**config.mk**
```make
export PLATFORM = sky130hd
export DESIGN_NAME = aukv_uart_tx_arbiter
export DESIGN_NICKNAME = d
export VERILOG_FILES = /design/src/rtl/aukv_uart_tx_arbiter.sv
export SDC_FILE = /design/constraint.sdc
export NUM_CORES = 1
export LEC_CHECK = 0
export CAP_MARGIN = 20
export CORE_ASPECT_RATIO = 0.6
export CORE_MARGIN = 3
export CORE_UTILIZATION = 57
export CTS_CLUSTER_SIZE = 25
export DETAILED_ROUTE_END_ITERATION = 16
export GPL_TIMING_DRIVEN = 0
export PLACE_DENSITY_LB_ADDON = 0.2
export SETUP_SLACK_MARGIN = 0.02
export SYNTH_ARGS = -nofsm -noshare
export SYNTH_HDL_FRONTEND = slang
export SYNTH_SLANG_ARGS = --single-unit
```
**constraint.sdc**
```tcl
create_clock -name i_clk -period 6.38 [get_ports i_clk]
set_input_delay 1.914 -clock i_clk [delete_from_list [all_inputs] [get_ports i_clk]]
set_output_delay 1.914 -clock i_clk [all_outputs]
set_load 0.01 [all_outputs]
```
**src/rtl/aukv_uart_tx_arbiter.sv**
```systemverilog
// aukv_uart_tx_arbiter: round-robin share of one UART TX pin between two byte requesters, 8N1 framing.
// Latency: handshake at edge k drives the start bit from edge k+1; frame is 10*CLK_DIV cycles (11*CLK_DIV with parity).
// Backpressure: ready only in IDLE for the granted requester; at least one IDLE cycle separates frames.
// Optional feature: define AUKV_UART_PARITY_EN to insert an even-parity bit between the data bits and the stop bit.
module aukv_uart_tx_arbiter #(
  parameter int unsigned CLK_DIV = 434
) (
  input  logic       i_clk,
  input  logic       i_rstn,
  input  logic       i_req0_valid,
  input  logic [7:0] i_req0_data,
  output logic       o_req0_ready,
  input  logic       i_req1_valid,
  input  logic [7:0] i_req1_data,
  output logic       o_req1_ready,
  output logic       o_tx,
  output logic       o_busy,
  output logic       o_last_grant
);

  // Baud counter wide enough to hold CLK_DIV-1
  localparam int unsigned       CNT_W    = (CLK_DIV > 1) ? $clog2(CLK_DIV) : 1;
  localparam logic [CNT_W-1:0]  CNT_LAST = CNT_W'(CLK_DIV - 1);

  typedef enum logic [2:0] {
    ST_IDLE   = 3'd0,
    ST_START  = 3'd1,
    ST_DATA   = 3'd2,
`ifdef AUKV_UART_PARITY_EN
    ST_PARITY = 3'd4,
`endif
    ST_STOP   = 3'd3
  } state_e;

  state_e           state_q;
  logic [CNT_W-1:0] baud_q;
  logic [2:0]       bit_idx_q;
  logic [7:0]       shift_q;
  logic             tx_q;
  logic             busy_q;
  logic             last_grant_q;
`ifdef AUKV_UART_PARITY_EN
  logic             parity_q;
`endif

  logic             idle;
  logic             grant_d;
  logic             req0_rdy;
  logic             req1_rdy;
  logic             accept;
  logic [7:0]       acc_data;
  logic             baud_last;

  // Round-robin grant: a lone requester always wins; on contention the one not served last wins
  always_comb begin
    grant_d = 1'b0;
    if (i_req0_valid && i_req1_valid) begin
      grant_d = ~last_grant_q;
    end else if (i_req1_valid) begin
      grant_d = 1'b1;
    end
    idle      = (state_q == ST_IDLE);
    req0_rdy  = idle & ~grant_d & i_req0_valid;
    req1_rdy  = idle &  grant_d & i_req1_valid;
    accept    = req0_rdy | req1_rdy;
    acc_data  = grant_d ? i_req1_data : i_req0_data;
    baud_last = (baud_q == CNT_LAST);
  end

  // Frame FSM: every output-facing bit (tx, busy, last grant) is registered here
  always_ff @(posedge i_clk or negedge i_rstn) begin
    if (!i_rstn) begin
      state_q      <= ST_IDLE;
      baud_q       <= '0;
      bit_idx_q    <= '0;
      shift_q      <= '0;
      tx_q         <= 1'b1;
      busy_q       <= 1'b0;
      last_grant_q <= 1'b1;
`ifdef AUKV_UART_PARITY_EN
      parity_q     <= 1'b0;
`endif
    end else begin
      case (state_q)
        ST_IDLE: begin
          tx_q   <= 1'b1;
          busy_q <= 1'b0;
          if (accept) begin
            shift_q      <= acc_data;
`ifdef AUKV_UART_PARITY_EN
            // Parity taken at accept time since the shift register is consumed bit by bit
            parity_q     <= ^acc_data;
`endif
            last_grant_q <= grant_d;
            bit_idx_q    <= '0;
            baud_q       <= '0;
            state_q      <= ST_START;
            tx_q         <= 1'b0;
            busy_q       <= 1'b1;
          end
        end

        ST_START: begin
          if (baud_last) begin
            baud_q  <= '0;
            state_q <= ST_DATA;
            tx_q    <= shift_q[0];
            shift_q <= {1'b0, shift_q[7:1]};
          end else begin
            baud_q <= baud_q + CNT_W'(1);
          end
        end

        ST_DATA: begin
          if (baud_last) begin
            baud_q <= '0;
            if (bit_idx_q == 3'd7) begin
`ifdef AUKV_UART_PARITY_EN
              state_q <= ST_PARITY;
              tx_q    <= parity_q;
`else
              state_q <= ST_STOP;
              tx_q    <= 1'b1;
`endif
            end else begin
              bit_idx_q <= bit_idx_q + 3'd1;
              tx_q      <= shift_q[0];
              shift_q   <= {1'b0, shift_q[7:1]};
            end
          end else begin
            baud_q <= baud_q + CNT_W'(1);
          end
        end

`ifdef AUKV_UART_PARITY_EN
        ST_PARITY: begin
          if (baud_last) begin
            baud_q  <= '0;
            state_q <= ST_STOP;
            tx_q    <= 1'b1;
          end else begin
            baud_q <= baud_q + CNT_W'(1);
          end
        end
`endif

        ST_STOP: begin
          if (baud_last) begin
            // Return to IDLE for at least one cycle before the next accept
            baud_q  <= '0;
            state_q <= ST_IDLE;
            tx_q    <= 1'b1;
            busy_q  <= 1'b0;
          end else begin
            baud_q <= baud_q + CNT_W'(1);
          end
        end

        default: begin
          state_q <= ST_IDLE;
          baud_q  <= '0;
          tx_q    <= 1'b1;
          busy_q  <= 1'b0;
        end
      endcase
    end
  end

  assign o_req0_ready = req0_rdy;
  assign o_req1_ready = req1_rdy;
  assign o_tx         = tx_q;
  assign o_busy       = busy_q;
  assign o_last_grant = last_grant_q;

endmodule

```
# --- Word-level counts from Yosys, hierarchy flattened ---
# Index checks and enable logic that the tools add are counted.
# W data, S select, Z words.
word_totals:
  out_inout_bits: 5
  wordCells: 70
  reg_bits: 26
op_classes:
  n_mux: 30
  reduce_logical: 12
  eq_ne: 11
  bitwise: 8
  addsub: 2
ops:
  columns: ["op", "count"]
  rows:
  - ["$mux W8", 5]
  - ["$mux W3", 8]
  - ["$pmux W8 S3", 1]
  - ["$mux W9", 2]
  - ["$pmux W9 S2", 1]
  - ["$pmux W3 S4", 1]
  - ["$ne A2 B2 Y1 const B", 5]
  - ["$reduce_and A5 Y1", 2]
  - ["$add A9 B1 Y9 const B", 1]
  - ["$eq A9 B9 Y1 const B", 1]
  - ["$mux W1", 9]
  - ["$eq A3 B2 Y1 const B", 2]
  - ["$pmux W3 S2", 1]
  - ["$and A1 B1 Y1", 4]
  - ["$pmux W1 S4", 1]
  - ["$reduce_and A2 Y1", 2]
  - ["$reduce_and A4 Y1", 1]
  - ["$add A3 B1 Y3 const B", 1]
  - ["$eq A3 B1 Y1 const B", 1]
  - ["$eq A3 B3 Y1 const B", 1]
  - ["$logic_not A3 Y1", 1]
  - ["$not A1 Y1", 3]
  - ["$pmux W1 S3", 1]
  - ["$reduce_and A3 Y1", 1]
  - ["7 further kinds", 7]

# --- Depth between registers and ports, before layout ---
# Gate-level depths: netlist (run 1).
depth:
  word_depth: 8
  mapped_depth: 8
  mapped_depth_nobuf: 6

# --- Least setup slack after synthesis (run 1) ---
# No wires, ideal clock.
synth_path:
  kind: "input -> output"
  startpoint: "in i_req1_valid"
  endpoint: "out o_req1_ready"
  path_buffers: 1
  path_stages: 3
  slack_ns: 1.968
  required_ns: 4.466
  arrival_ns: 2.498
  cell_sequence: "a21boi_0 > buf_2 > and2_1"
synth_between:
  elab_chain_len: 4
synth_lines:
  columns: ["item", "line", "rtl"]
  rows:
  - ["start, declared", "13", "input logic i_req1_valid,"]
  - ["$mux W1 or $logic_and A1 B1 Y1 (tied branches)", "59, 57", null]
  - ["$mux W1", "57", "if (i_req0_valid && i_req1_valid) begin"]
  - ["$and A1 B1 Y1", "64", "req1_rdy = idle & grant_d & i_req1_valid;"]
  - ["$and A1 B1 Y1 (*)", "64", null]
  - ["end, declared", "15", "output logic o_req1_ready,"]
# Mark *: on every way between the ends. The rest lies on a longest branch, timed or not.

# --- Final worst setup path (run 1) ---
# Same ends and word-level chain as after synthesis.

==> run summary, run 1 <==
most frequent CP cell -> clkdlybuf4s50_1
Core Rows -> 13
Port Buffers -> 24
WHS -> 0.5100 ns
top cells by area, synth -> dfrtp_1 (38%), mux2_2 (8.1%), ha_1 (7.4%)
DRC -> 0
Post-Syn Nets -> 184
Critical Path Slowest Stage Cell -> clkdlybuf4s50_1
power density cells -> 434.6 nW/um^2
Hold Buf Count CTS -> 0
ant diodes -> 0
1st-iter DRT viols -> 89
fin crit share -> 0.8708
Sink Count -> 25
Final min period -> 5.556 ns
Worst-Skew Late Latency -> 0.28 ns
GR Layer Usage met3 -> 0.06608
GRT busiest layer -> met2
syn_area_per_cell -> 9.808 sq um
Tot GR Track Use -> 0.2257
CP max stage delay -> 0.54 ns
drt wl/cell -> 16.08 um
via count of the first global-routing pass -> 1172
pins over their slew limit -> 0
most frequent cells after synthesis -> dfrtp_1 (23), nand2_1 (18), o21ai_0 (18)
delay-heaviest family, CP -> buffers and inverters
Netlist cell types -> 36
unrepaired setup endpoints after global routing -> no
Peak VDD IR -> 0.3066 mV
Syn-to-layout area delta -> 22.88%
initial antenna violation count -> 0
TNS Setup -> 0 ns
Worst-Margin Slew -> 1.026 ns
Pwr Total -> 0.8119 mW
Setup CP Type -> input port to output pin
vias -> 1281
crit-path cells -> clkdlybuf4s50_1 > a21boi_0 > buf_2 > and2_1 > clkdlybuf4s50_1
Critical Path Fanout Max -> 10
relative slew slack -> 0.3110
DRT Wirelength -> 3441 um
Synthesis Warnings -> 0
die footprint -> 3343 sq um
Setup Viol. Count Final -> 0
die width -> 72.67 um
WP data required -> 4.47 ns
# IOs -> 25
number of synthesized flops with an enable pin -> 0
cells resized by post-CTS repair -> 0
status -> finished clean
max cap viols -> 0
Post-Synthesis Cell Area -> 1520 sq um
first-pass GRT wire length -> 5575 um
cells after synthesis -> 155
Placer Congestion -> 0.8287
Max Freq -> 180.0 MHz
met1 usage -> 0.3033
ys flop type -> dfrtp_1
H-Tree Level Count -> 1
area leader, netlist -> dfrtp_1
CP Capture Type -> output pin
ys async rst share -> 1.000
share of cells above drive strength 1 -> 0.1250
register area share after synthesis -> 0.4132
Startpoint Class -> input port
Worst EP arrival -> 3.64 ns
Reg clk slew, reported paths -> 0.09 ns
Yosys top cell area share -> 0.3786
Area after DPL -> 1798 sq um
DP Wirelength -> 2448 um
Root Driver -> clkbuf_8
Yosys reg bits -> 25
Layout Skew -> 0.007296 ns
Hold Vio Cnt, Final -> 0
CTS Buf Count -> 3
vias per cell -> 5.986
largest net degree at the start of global routing -> 26
grt met2 use -> 0.3638
Initial Util -> 0.6490
setup bufs post-CTS -> 0
Post-Layout Inst Area -> 1868 sq um
nets -> 214
Antenna Nets Post-Route -> 0
Die Ht -> 46.01 um
type of the most critical hold path -> register to register
clock buffer depth -> 2
WP buf/inv -> 3
cell with the most instances after synthesis -> dfrtp_1
core area -> 2342 sq um
DR pass1 iterations -> 5
CTS tree -> done
Layout Utilization -> 0.7975
Congestion Overflow GR -> 0
Leakage -> 0.8355 nW
report_power, final:
group	internal, mW	switching, mW	total (mW)
sequential	0.228	0.0525	0.281
combinational	0.210	0.225	0.435
clock	0.0448	0.0519	0.0967
total	0.483	0.329	0.812
metal layers:
layer  vias to the layer above  routed length [um]
met5                         -                   0
met4                         0                  29
met3                         7                 260
met2                        40                1552
met1                       623                1599
li1                        611                   -
logic make-up after synthesis:
group                      count (synthesis)  synth area share
AOI/OAI and AO/OA                         37            0.1556
xor gates and xnor gates                   1          0.005762
adders and majority gates                  9           0.07408
buffers and inverters                     16           0.04115
DFF                                       25            0.4132
muxes                                     22            0.1539
and+or+nand+nor                           45            0.1564
registers in the layout (all words and copies together), names as in the netlist:
| register | count |
|---|---|
| bit_idx_q | 3 |
| shift_q | 8 |
| o_busy | 1 |
| state_q | 2 |
| o_tx | 1 |
| o_last_grant | 1 |
| baud_q | 9 |
cells in the final DEF (no fill, tap or decap), drive strengths merged, types with 2 or more instances in the layout:
master	n
or3	3
nor2	6
ha	9
nand3b	2
a31oi	5
nand3	2
nor3	2
a21o	2
clkdlybuf4s50	24
and2	4
dfstp	2
mux2i	11
inv	9
o21ai	18
nand2	19
buf	4
dfrtp	23
mux2	11
clkbuf	8
a21oi	5
final timing paths:
kind                                   start      endpoint  slack (ns)  depth (start not counted)
worst min-delay path               baud_q[8]     baud_q[8]        0.51                          1
worst max-delay path            i_req1_valid  o_req1_ready        0.82                          5
max in group asynchronous             i_rstn          o_tx        3.98                          2
min in group asynchronous             i_rstn     baud_q[4]        1.87                          1
worst min register to register     baud_q[8]     baud_q[8]        0.51                          1
worst max register to register    state_q[0]    shift_q[5]        3.89                          6
through the flow:
stage          setup WS [ns]  cells
6_report              0.8240    214
5_1_grt               0.7285    214
4_1_cts               0.8300    213
3_5_place_dp          0.8368    209
3_3_place_gp          0.8656    209
2_1_floorplan          1.968    155
layout make-up:
cell class	count	area [sq um]
inverters	9	33.78
fillers	167	474.2
repair buffers	25	265.3
clock buffers	4	45.04
flip-flops and latches	25	628.1
well taps	30	37.54
multi-input cells	114	829.5
plain buffers	7	28.78
(Power assumes the default switching activity.)
==> run 2: changes to the inputs <==
--- a/config.mk
+++ b/config.mk
@@ -6,14 +6,14 @@
 export NUM_CORES = 1
 export LEC_CHECK = 0
 export CAP_MARGIN = 20
-export CORE_ASPECT_RATIO = 0.6
 export CORE_MARGIN = 3
-export CORE_UTILIZATION = 57
+export CORE_UTILIZATION = 30
 export CTS_CLUSTER_SIZE = 25
 export DETAILED_ROUTE_END_ITERATION = 16
 export GPL_TIMING_DRIVEN = 0
 export PLACE_DENSITY_LB_ADDON = 0.2
 export SETUP_SLACK_MARGIN = 0.02
+export SKIP_CTS_REPAIR_TIMING = 1
 export SYNTH_ARGS = -nofsm -noshare
 export SYNTH_HDL_FRONTEND = slang
 export SYNTH_SLANG_ARGS = --single-unit
==> run 2 against run 1 <==
  * Clock power shrank 0.9%
  * Clock-buffer cell count is the same
  * Cell area grew 1.9%
  * Critical path depth is the same
  * Hold slack lost 0.015 ns
==> run summary, run 2 (synthesized netlist as in run 1, its figures left out) <==
share of cells above drive strength 1 -> 0.1250 (unchanged)
nets -> 214 (unchanged)
Worst-Skew Late Latency -> 0.27 ns (about the same)
Reg clk slew, reported paths -> 0.09 ns (about the same)
part of the power in registers -> 0.351 (+0.005)
DP Wirelength -> 2618 um (+7.0%)
1st-iter DRT viols -> 23 (-74%)
Initial Util -> 0.3156 (-0.3335)
Port Buffers -> 24 (unchanged)
Critical Path Slowest Stage Cell -> clkdlybuf4s50_1
Power Internal -> 0.4804 mW (-0.48%)
power density cells -> 416.0 nW/um^2 (-4.3%)
commonest non-fill, non-tap cells in the layout -> clkdlybuf4s50_1 (24), dfrtp_1 (23), nand2_1 (18), o21ai_0 (18)
core area -> 4817 sq um (+110%)
Tot GR Track Use -> 0.1169 (-0.1088)
reg2reg setup slack -> 3.95 ns (+0.06 ns)
Hold Path Origin -> baud_q[8]
pre-CTS WS -> 0.7725 ns (-0.06433 ns)
filler cell count -> 495 (+200%)
ant diodes -> 0 (unchanged)
max cap viols -> 0 (unchanged)
type of the most critical hold path -> register to register
Worst EP arrival -> 3.68 ns (+0.04 ns)
Area after DPL -> 1859 sq um (+3.4%)
Peak VDD IR -> 0.1585 mV (-48%)
Antenna Nets Post-Route -> 0 (unchanged)
Critical Path Fanout Max -> 10 (unchanged)
R2R cell count -> 7 (+1)
largest net degree at the start of global routing -> 15 (-42%)
Reg2Reg Launch Point -> state_q[0]
combinational share of power -> 0.528 (-0.007)
Post-Layout Inst Area -> 1904 sq um (+1.9%)
WP data required -> 4.47 ns (about the same)
Sw Ratio -> 0.3936 (-0.01189)
sw power -> 0.3118 mW (-5.3%)
Worst-Margin Slew -> 1.031 ns (+0.005119 ns)
max FFs per register -> 9 (unchanged)
unrepaired setup endpoints after global routing -> no
Layout Skew -> 0.007081 ns (-0.0002148 ns)
Sink Count -> 25 (unchanged)
Congestion Overflow GR -> 0 (unchanged)
Clk network pwr share -> 0.121 (+0.002)
Regs by FF count -> baud_q: 9 flops, shift_q: 8 flops, bit_idx_q: 3 flops
TNS Setup -> 0 ns (unchanged)
drt wl/cell -> 13.18 um (-18%)
DR pass1 iterations -> 4 (-1)
CTS Buf Count -> 3 (unchanged)
Startpoint Class -> input port
Worst Setup Slack, final -> 0.7865 ns (-0.03750 ns)
CTS tree -> done
status -> finished clean
Pwr Total -> 0.7922 mW (-2.4%)
relative slew slack -> 0.3076 (-0.003439)
Setup CP Type -> input port to output pin
Die Ht -> 77.19 um (+68%)
Setup Viol. Count Final -> 0 (unchanged)
Reg with most FFs -> baud_q
CP Capture Type -> output pin
Layout Utilization -> 0.3953 (-0.4022)
hold worst-path end -> baud_q[8]
Final min period -> 5.593 ns (+0.03750 ns)
Syn-to-layout area delta -> 25.27%
# IOs -> 25 (unchanged)
Hold Path Depth -> 1 (unchanged)
pins over their slew limit -> 0 (unchanged)
vias -> 1229 (-4.1%)
Leakage -> 0.8306 nW (-0.59%)
CP max stage delay -> 0.57 ns (+0.03 ns)
fin crit share -> 0.8767 (+0.005878)
DRC -> 0 (unchanged)
Root Driver -> clkbuf_8
clock buffer depth -> 2 (unchanged)
Critical Path Start -> i_req1_valid
initial antenna violation count -> 0 (unchanged)
commonest non-fill, non-tap cell in the layout -> clkdlybuf4s50_1
DRT Wirelength -> 3309 um (-3.8%)
H-Tree Level Count -> 1 (unchanged)
crit-path cells -> clkdlybuf4s50_1 > a21boi_0 > buf_2 > and2_1 > clkdlybuf4s50_1
die width -> 77.19 um (+6.2%)
vias per cell -> 4.896 (-18%)
RR Endpoint -> shift_q[5]
first-pass GRT wire length -> 5775 um (+3.6%)
Hold Vio Cnt, Final -> 0 (unchanged)
die footprint -> 5958 sq um (+78%)
via count of the first global-routing pass -> 1264 (+7.8%)
Core Rows -> 25 (+12)
Max Freq -> 178.8 MHz (-0.67%)
most frequent CP cell -> clkdlybuf4s50_1
Placer Congestion -> 0.7970 (-3.8%)
run 2: worst max-delay path by stage:
| stage | endpoint | depth (start not counted) |
|---|---|---|
| global placement | o_req1_ready | 5 |
| detailed placement | o_req1_ready | 5 |
| global route | o_req1_ready | 5 |
| finish | o_req1_ready | 5 |
| floorplan | o_req1_ready | 3 |
| CTS | o_req1_ready | 5 |
run 2: metrics by stage:
stage,hold WS [ns],instances
after global placement,0.4837,246
after detailed placement,0.4839,247
final,0.4949,251
after floorplan,0.4448,155
after global routing,0.5207,251
after CTS,0.4969,251
run 2: worst max-delay path: cells and delay by family:
family	cells	cell delay, ns
buf+inv	3	1.39
simple gates	1	0.17
compound gates	1	0.20
run 2: power groups by stage:
| stage | combinational [mW] | sequential [mW] | clock [mW] |
|---|---|---|---|
| 6_report | 0.418 | 0.278 | 0.0958 |
| 5_1_grt | 0.469 | 0.287 | 0.103 |
| 4_1_cts | 0.426 | 0.277 | 0.0985 |
| 3_5_place_dp | 0.424 | 0.281 | 0 |
| 3_3_place_gp | 0.408 | 0.276 | 0 |
| 2_1_floorplan | 0.310 | 0.271 | 0 |
run 2: metal layers:
metal,routed length (um),track usage,share of wire
met4,54,0.04270,0.016
met5,0,0,0
met2,1629,0.1986,0.49
met1,1511,0.1465,0.46
met3,114,0.02230,0.034
run 2: final cells by class:
type,count,area (sq um),area share
Multi-Input combinational cell,114,829.5,0.4356
Timing Repair Buffer,25,255.2,0.1340
Clock buffer,4,45.04,0.02365
Inverter,9,33.78,0.01774
Buffer,7,28.78,0.01511
Tap cell,67,83.83,0.04402
Sequential cell,25,628.1,0.3298
==> run 3: changes to the inputs <==
--- a/config.mk
+++ b/config.mk
@@ -5,14 +5,14 @@
 export SDC_FILE = /design/constraint.sdc
 export NUM_CORES = 1
 export LEC_CHECK = 0
-export CAP_MARGIN = 20
+export CAP_MARGIN = 5
 export CORE_MARGIN = 3
 export CORE_UTILIZATION = 30
 export CTS_CLUSTER_SIZE = 25
 export DETAILED_ROUTE_END_ITERATION = 16
 export GPL_TIMING_DRIVEN = 0
 export PLACE_DENSITY_LB_ADDON = 0.2
-export SETUP_SLACK_MARGIN = 0.02
+export SETUP_SLACK_MARGIN = 0.1
 export SKIP_CTS_REPAIR_TIMING = 1
 export SYNTH_ARGS = -nofsm -noshare
 export SYNTH_HDL_FRONTEND = slang
==> run 3 against run 2 <==
  * Setup slack worse by 0.0029 ns
  * Routed wire length is 0.39% lower
  * Clock-buffer cell count stayed put
  * Via count is 1.5% higher
  * Fmax hardly changed
  * Register-to-register slack hardly changed
  * Clock power is 1% higher
  * Critical path depth stayed put
  * Die area stayed put
==> run summary, run 3 (synthesized netlist as in run 1, its figures left out) <==
Core Rows -> 25 (unchanged)
Worst EP arrival -> 3.68 ns (about the same)
via count of the first global-routing pass -> 1247 (-1.3%)
Hold Vio Cnt, Final -> 0 (unchanged)
Sink Count -> 25 (unchanged)
ant diodes -> 0 (unchanged)
unrepaired setup endpoints after global routing -> no
Pwr Total -> 0.7962 mW (+0.51%)
nets -> 214 (unchanged)
Area after DPL -> 1844 sq um (-0.81%)
Antenna Nets Post-Route -> 0 (unchanged)
die width -> 77.19 um (unchanged)
max FFs per register -> 9 (unchanged)
Layout Utilization -> 0.3979 (+0.002597)
DR pass1 iterations -> 4 (unchanged)
WP buf/inv -> 3 (unchanged)
Startpoint Class -> input port
Tot GR Track Use -> 0.1161 (-0.0008435)
CP max stage delay -> 0.57 ns (about the same)
H-Tree Level Count -> 1 (unchanged)
reg2reg setup slack -> 3.95 ns (about the same)
core area -> 4817 sq um (unchanged)
Worst Setup Slack, final -> 0.7836 ns (-0.002877 ns)
commonest non-fill, non-tap cells in the layout -> clkdlybuf4s50_1 (24), dfrtp_1 (23), nand2_1 (18), o21ai_0 (18)
initial antenna violation count -> 0 (unchanged)
Critical Path Fanout Max -> 10 (unchanged)
cell count along the critical path -> 5 (unchanged)
Layout Skew -> 0.008251 ns (+0.001170 ns)
Final min period -> 5.596 ns (+0.002877 ns)
CTS Buf Count -> 3 (unchanged)
GRT busiest layer -> met2
GR Layer Usage met3 -> 0.02347 (+0.001174)
commonest non-fill, non-tap cell in the layout -> clkdlybuf4s50_1
Setup Viol. Count Final -> 0 (unchanged)
DRC -> 0 (unchanged)
Setup CP Type -> input port to output pin
die footprint -> 5958 sq um (unchanged)
share of cells above drive strength 1 -> 0.1250 (unchanged)
max cap viols -> 0 (unchanged)
vias per cell -> 4.972 (+1.5%)
WP data required -> 4.47 ns (about the same)
1st-iter DRT viols -> 25 (+8.7%)
Critical Path Slowest Stage Cell -> clkdlybuf4s50_1
# IOs -> 25 (unchanged)
RR Endpoint -> shift_q[4]
met1 usage -> 0.1390 (-0.007511)
relative slew slack -> 0.3060 (-0.001617)
crit-path cells -> clkdlybuf4s50_1 > a21boi_0 > buf_2 > and2_1 > clkdlybuf4s50_1
Root Driver -> clkbuf_8
fin crit share -> 0.8772 (about the same)
WHS -> 0.4939 ns (-0.001078 ns)
grt met2 use -> 0.2064 (+0.007772)
Syn-to-layout area delta -> 26.09%
Die Ht -> 77.19 um (unchanged)
Port Buffers -> 24 (unchanged)
Reg2Reg Launch Point -> state_q[0]
CP Capture Type -> output pin
non-filler cells, final -> 251 (unchanged)
Reg clk slew, reported paths -> 0.09 ns (about the same)
status -> finished clean
vias -> 1248 (+1.5%)
Post-Layout Inst Area -> 1917 sq um (+0.66%)
critical path capture point -> o_req1_ready
Leakage -> 0.8358 nW (+0.63%)
CTS tree -> done
pins over their slew limit -> 0 (unchanged)
power density cells -> 415.4 nW/um^2 (-0.14%)
Initial Util -> 0.3156 (unchanged)
Max Freq -> 178.7 MHz (about the same)
TNS Setup -> 0 ns (unchanged)
DRT Wirelength -> 3296 um (-0.39%)
Congestion Overflow GR -> 0 (unchanged)
R2R cell count -> 7 (unchanged)
pre-CTS WS -> 0.7615 ns (-0.01103 ns)
Worst-Skew Late Latency -> 0.27 ns (about the same)
drt wl/cell -> 13.13 um (-0.39%)
first-pass GRT wire length -> 5713 um (-1.1%)
type of the most critical hold path -> register to register
Peak VDD IR -> 0.1534 mV (-3.3%)
Reg with most FFs -> baud_q
DP Wirelength -> 2537 um (-3.1%)
Worst-Margin Slew -> 1.033 ns (+0.002407 ns)
Regs by FF count -> baud_q: 9 flops, shift_q: 8 flops, bit_idx_q: 3 flops
Placed Instances -> 246 (-0.40%)
largest net degree at the start of global routing -> 26 (+11)
most frequent CP cell -> clkdlybuf4s50_1
Critical Path Start -> i_req1_valid
filler cell count -> 487 (-1.6%)
Placer Congestion -> 0.7970 (unchanged)
delay-heaviest family, CP -> buffers and inverters
clock buffer depth -> 2 (unchanged)
[run 3: cell types whose count changed in the layout (fill, tap and decap cells not counted)]
| cell | delta |
|---|---|
| buf_16 | +1 |
| buf_8 | -1 |
[run 3: worst min path at each step]
stage | start | endpoint | slack (ns) | depth (start not counted)
6_report | baud_q[8] | baud_q[8] | 0.49 | 1
5_1_grt | baud_q[8] | baud_q[8] | 0.52 | 1
4_1_cts | baud_q[8] | baud_q[8] | 0.50 | 1
3_5_place_dp | baud_q[8] | baud_q[8] | 0.48 | 1
3_3_place_gp | baud_q[8] | baud_q[8] | 0.48 | 1
2_1_floorplan | baud_q[8] | baud_q[8] | 0.44 | 1
[run 3: cell type report]
| type | instances | area, sq um | area share |
|---|---|---|---|
| timing repair buffer | 25 | 267.8 | 0.1397 |
| multi-input combinational | 114 | 829.5 | 0.4328 |
| inverter | 9 | 33.78 | 0.01762 |
| clock buffer | 4 | 45.04 | 0.02350 |
| tap | 67 | 83.83 | 0.04373 |
| sequential | 25 | 628.1 | 0.3277 |
| buffer | 7 | 28.78 | 0.01501 |
[run 3: where the power goes]
group	leakage, nW	internal [mW]	switching, mW
registers	0.317	0.228	0.0493
clock network	0.0228	0.0448	0.0520
logic	0.496	0.209	0.213
total	0.836	0.481	0.315
[run 3: worst reg2reg max path, cell delays in order, from the launching register on]
cell and delay (ns):
dfrtp_1 0.44, inv_1 0.10, ha_1 0.13, buf_2 0.20, inv_1 0.11, nor3_1 0.80
a2111oi_4 0.19, mux2_2 0.34
[run 3: layer usage]
| layer | part of all wire | vias up | routed length [um] |
|---|---|---|---|
| met5 | 0 | - | 0 |
| met4 | 0.015 | 0 | 50 |
| met3 | 0.036 | 5 | 118 |
| met2 | 0.49 | 20 | 1627 |
| met1 | 0.46 | 612 | 1500 |
| li1 | - | 611 | - |
==> RTL change 1, RTL diff (flow settings as in run 2) <==
The option `AUKV_UART_PARITY_EN` is turned on by a define.
--- a/src/rtl/aukv_uart_tx_arbiter.sv
+++ b/src/rtl/aukv_uart_tx_arbiter.sv
@@ -4,2 +4,4 @@
 // Optional feature: define AUKV_UART_PARITY_EN to insert an even-parity bit between the data bits and the stop bit.
+`define AUKV_UART_PARITY_EN
+
 module aukv_uart_tx_arbiter #(
Function: same outputs for any inputs over 10 cycles, from zero or initial values and one cycle with i_rstn low; that may be too few to reach the edited logic, so the function may still have changed.
==> RTL change 1 against run 2 <==
- routed wire length rose by 17%
- via count rose by 12%
- core utilization rose by 0.055 points
- cell area rose by 11%
- synthesized area rose by 13%
- worst setup slack improved by 0.087 ns
- highest routed layer unchanged
- sequential cell count rose by 2
Power is not compared: it rests on default switching activity, and its combinational part moved more than twofold at a synthesized area within 25%.
==> RTL change 1: results (changes against run 2) <==
[logic_synthesis]
ys_types=49  ; +36%
seq_area_frac_synth_pct=39.4  ; -1.9 points
synthArstFlopShare_pct=100  ; unchanged
synth_common_cells=25 x dfrtp_1, 15 x xnor2_1, 13 x a21oi_1, 11 x nor2_1, 11 x nor3_1
yosys-top-cells-area=dfrtp_1 36%, xnor2_1 7.6%, mux2_2 5.9%
synth_nets=198  ; +7.6%
synthCells=174  ; +12%

[finish]
drive_gt1_share_pct=14.3  ; +1.8 points
top_regs=baud_q x9, shift_q x8
nFillCells=550  ; +11%
diodes=0  ; unchanged
fin_nets=228  ; +6.5%

[drt]
via_per_inst=5.02  ; +2.6%
drt-initial-drc-count=100  ; +330%
wl_um=3860  ; +17%

[status]
status=completed

[sta]
fin_worst_skew_ns=0.0133  ; +0.00626 ns
relSlewSlack_pct=45.1  ; +14 points

[global_routing]
use_met3_pct=3.07  ; +0.84 points
globalRouteMet2Util_pct=19.1  ; -0.72 points
grt_max_degree=20  ; +5
grt_first_pass_wirelength_um=6420  ; +11%
grt_use_total_pct=12.6  ; +0.89 points
met1_usage_pct=17.4  ; +2.8 points

[worst_hold_path]
min_path_type=reg -> reg

[place]
post-dp-hpwl_um=2960  ; +13%
post-place-cells=269  ; +8.9%
dp_slack_ns=0.855  ; +0.0824 ns
place_congestion=0.739  ; -7.3%

[worst_setup_path]
critPathArrivalTime_ns=3.59  ; -0.09 ns
crit_path_max_incr_delay_ns=0.54  ; -0.03 ns

[power_and_ir_drop]
vdd_drop_max_uv=77.2

[cts]
clock_latency_ns=0.29  ; +0.02 ns

## RTL change 1: per-layer routing
| metal | vias up | wire (um) |
|---|---|---|
| met4 | 0 | 55 |
| met2 | 32 | 1550 |
| met5 | - | 0 |
| li1 | 693 | - |
| met1 | 641 | 2010 |
| met3 | 5 | 237 |
## RTL change 1: report_power, final
| part | internal (mW) | switching [mW] | total [mW] |
|---|---|---|---|
| Sequential | 0.172 | 0.000478 | 0.172 |
| Clock | 0.0445 | 0.0586 | 0.103 |
| Combinational | 0.0250 | 0.0186 | 0.0435 |
| Total | 0.241 | 0.0777 | 0.319 |
## RTL change 1: logic make-up after synthesis
family                   synth area share [%]
XOR/XNOR                                 10.1
AND/OR/NAND/NOR                          17.5
AO/OA/AOI/OAI                            17.4
buffers and inverters                    2.76
adder cells (fa/ha/maj)                  2.91
multiplexers                             9.96
flip-flops                               39.4
## RTL change 1: worst max-delay path: cells and delay by family
family                 cells  cell delay (ns)
AND/OR/NAND/NOR            1             0.18
buffers and inverters      3             1.33
AO/OA/AOI/OAI              1             0.17
## RTL change 1: worst paths after layout
kind	slack [ns]	end	depth (start not counted)	from
worst max-delay path	0.87	o_req1_ready	5	i_req1_valid
worst min-delay path	0.50	shift_q[7]$_DFFE_PN0P_	1	shift_q[7]$_DFFE_PN0P_
worst max register to register	4.25	shift_q[6]$_DFFE_PN0P_	6	bit_idx_q[0]$_DFFE_PN0P_
worst min register to register	0.50	shift_q[7]$_DFFE_PN0P_	1	shift_q[7]$_DFFE_PN0P_
max in group asynchronous	3.88	o_last_grant$_DFFE_PN1P_	2	i_rstn
min in group asynchronous	1.94	baud_q[7]$_DFFE_PN0N_	1	i_rstn
## RTL change 1: area by class of cell
class	instances	share of cell area, %
tap	70	4.15
buffer	8	2.07
timing repair buffer	25	12.1
clock buffer	3	1.95
sequential	27	32.1
clock inverter	1	0.355
inverter	1	0.178
multi-input combinational	138	47.1
## RTL change 1: through the flow
step                      area, um^2  utilization, %  power [mW]
after floorplan                 1720               -       0.197
after global placement          2050            38.4       0.219
after detailed placement        2060            38.7       0.220
after CTS                       2110            39.6       0.325
after global routing            2110            39.6       0.335
final                           2110            39.6       0.319
==> RTL change 2, RTL diff (config.mk and constraints of run 2) <==
Without the edit above. Make the reset (`i_rstn`) synchronous in one clocked block.
--- a/src/rtl/aukv_uart_tx_arbiter.sv
+++ b/src/rtl/aukv_uart_tx_arbiter.sv
@@ -70,3 +70,3 @@
   // Frame FSM: every output-facing bit (tx, busy, last grant) is registered here
-  always_ff @(posedge i_clk or negedge i_rstn) begin
+  always_ff @(posedge i_clk) begin
     if (!i_rstn) begin
Function: differs if i_rstn is asserted again (counterexample within 4 cycles, from zero or initial values and one cycle with i_rstn low); with i_rstn held inactive, the same outputs for 10 cycles.
==> RTL change 2 against run 2 <==
- sequential share of layout area decreased by 6.4 points
- routed wire length increased by 3.2%
- cell area decreased by 0.99%
- power decreased by 15%
- synthesized area increased by 0.33%
- sequential cell count unchanged
- worst setup slack improved by 0.11 ns
- die area increased by 0.30%
- highest routed layer unchanged
==> RTL change 2: results (changes against run 2) <==
[logic_synthesis]
seq_area_frac_synth_pct=32.8  ; -8.5 points
avgSynthCellArea_um2=8.97  ; -8.5%
synth_nets=199  ; +8.2%
ys_types=37  ; +2.8%
yosysWarnings=0  ; unchanged
synth_edf_count=0  ; unchanged
synthArstFlopShare_pct=0  ; -100 points
synth_common_cells=26 x nand2_1, 25 x dfxtp_1, 14 x mux2i_1, 10 x nand3_1, 10 x o211ai_1
yosys-top-cells-area=dfxtp_1 33%, mux2i_1 9.2%, ha_1 7.4%

[place]
post-dp-hpwl_um=2540  ; -3.0%
place_congestion=0.741  ; -7.0%
post-place-cells=260  ; +5.3%
port_buffers=23  ; -4.2%
dp_slack_ns=0.883  ; +0.110 ns
dpl_cell_area_mm2=0.00184  ; -1.1%

[worst_setup_path]
crit_path_max_incr_delay_ns=0.53  ; -0.04 ns
cp_slowest_cell=clkdlybuf4s50_1
crit_fanout=10  ; unchanged
startpoint=i_req1_valid
critPathArrivalTime_ns=3.57  ; -0.11 ns
rr_startpoint=state_q[0]$_SDFFE_PN0P_
cp_top_family=buffers and inverters

[global_routing]
grt_use_total_pct=12.2  ; +0.52 points
grt_first_pass_wirelength_um=5940  ; +2.9%
grt_antenna_before_repair=0  ; unchanged
grt_max_degree=15  ; unchanged
grt_pass1_vias=1344  ; +6.3%

[finish]
diodes=0  ; unchanged
top_regs=baud_q x9, shift_q x8, bit_idx_q x3
nFillCells=531  ; +7.3%
fin_nets=227  ; +6.1%
drive_gt1_share_pct=11.7  ; -0.82 points

[worst_hold_path]
min-delay-start=shift_q[4]$_SDFFE_PN0P_
min_path_type=reg -> reg

[drt]
wl_per_cell_um=12.9  ; -1.8%
via_per_inst=4.93  ; +0.65%
dr.pass1.iters=4  ; unchanged
wl_um=3420  ; +3.2%
drt-initial-drc-count=37  ; +61%

[cts]
clkSlewWorstSetupHoldPaths_ns=0.09  ; about the same
cts_buffers=3  ; unchanged
clock_latency_ns=0.28
cts_buffer_depth=2  ; unchanged
htree_levels=1  ; unchanged
clock-root-buffer=clkbuf_8

[sta]
fin_worst_skew_ns=0.00319  ; -0.00390 ns
hold_violations=0  ; unchanged
relSlewSlack_pct=38.4  ; +7.7 points

[power_and_ir_drop]
vdd_drop_max_uv=154  ; -3.0%
p_leak_nw=0.738  ; -11%

[status]
status=completed

RTL change 2: routing by layer:
layer  vias to the layer above  part of all wire [%]  global-route usage [%]
li1                        663                     -                       -
met4                         0                  0.79                    3.20
met5                         -                     0                       0
met2                        30                    46                    21.4
met1                       604                    47                    14.5
met3                         4                   5.6                    3.52
RTL change 2: worst paths after layout:
check | end | slack, ns | cells after the start
worst max-delay path | o_req1_ready | 0.90 | 5
worst min-delay path | shift_q[4]$_SDFFE_PN0P_ | 0.46 | 2
worst max register to register | baud_q[2]$_SDFFE_PN0P_ | 4.32 | 6
worst min register to register | shift_q[4]$_SDFFE_PN0P_ | 0.46 | 2
RTL change 2: worst min-delay path, delay by kind of cell, from the launching register on:
family | cells | cell delay, ns
flip-flops | 1 | 0.32
AND/OR/NAND/NOR | 1 | 0.05
multiplexers | 1 | 0.05
RTL change 2: final cells by class:
| type | instances | area share, % |
|---|---|---|
| clock inverters | 1 | 0.265 |
| plain buffers | 8 | 3.78 |
| well taps | 67 | 4.45 |
| repair buffers | 23 | 12.2 |
| flip-flops and latches | 25 | 26.5 |
| inverters | 7 | 1.39 |
| multi-input cells | 130 | 49.2 |
| clock buffers | 3 | 2.19 |
RTL change 2: kinds of logic (layout without fill, tap and decap cells):
family          count (synthesis)  count (layout)  share of synthesized area, %
simple gates                   67              67                          23.1
fa+ha+maj                       9               9                          7.38
xor+xnor                        2               2                          1.15
mux                            21              21                          14.4
flops                          25              25                          32.8
compound gates                 31              31                          14.8
buf+inv                        15              42                          6.40
RTL change 2: metrics by stage:
step	power, mW	hold WS (ns)	utilization, %
floorplan	0.487	0.430	-
global placement	0.582	0.445	38.2
detailed placement	0.587	0.452	38.2
CTS	0.687	0.467	39.1
global route	0.737	0.488	39.1
finish	0.676	0.463	39.1
RTL change 2: where the power goes:
part           leakage [nW]  total [mW]  switching, mW  internal [mW]
sequential            0.205       0.221         0.0273          0.193
clock                0.0255      0.0998         0.0560         0.0439
combinational         0.507       0.355          0.182          0.174
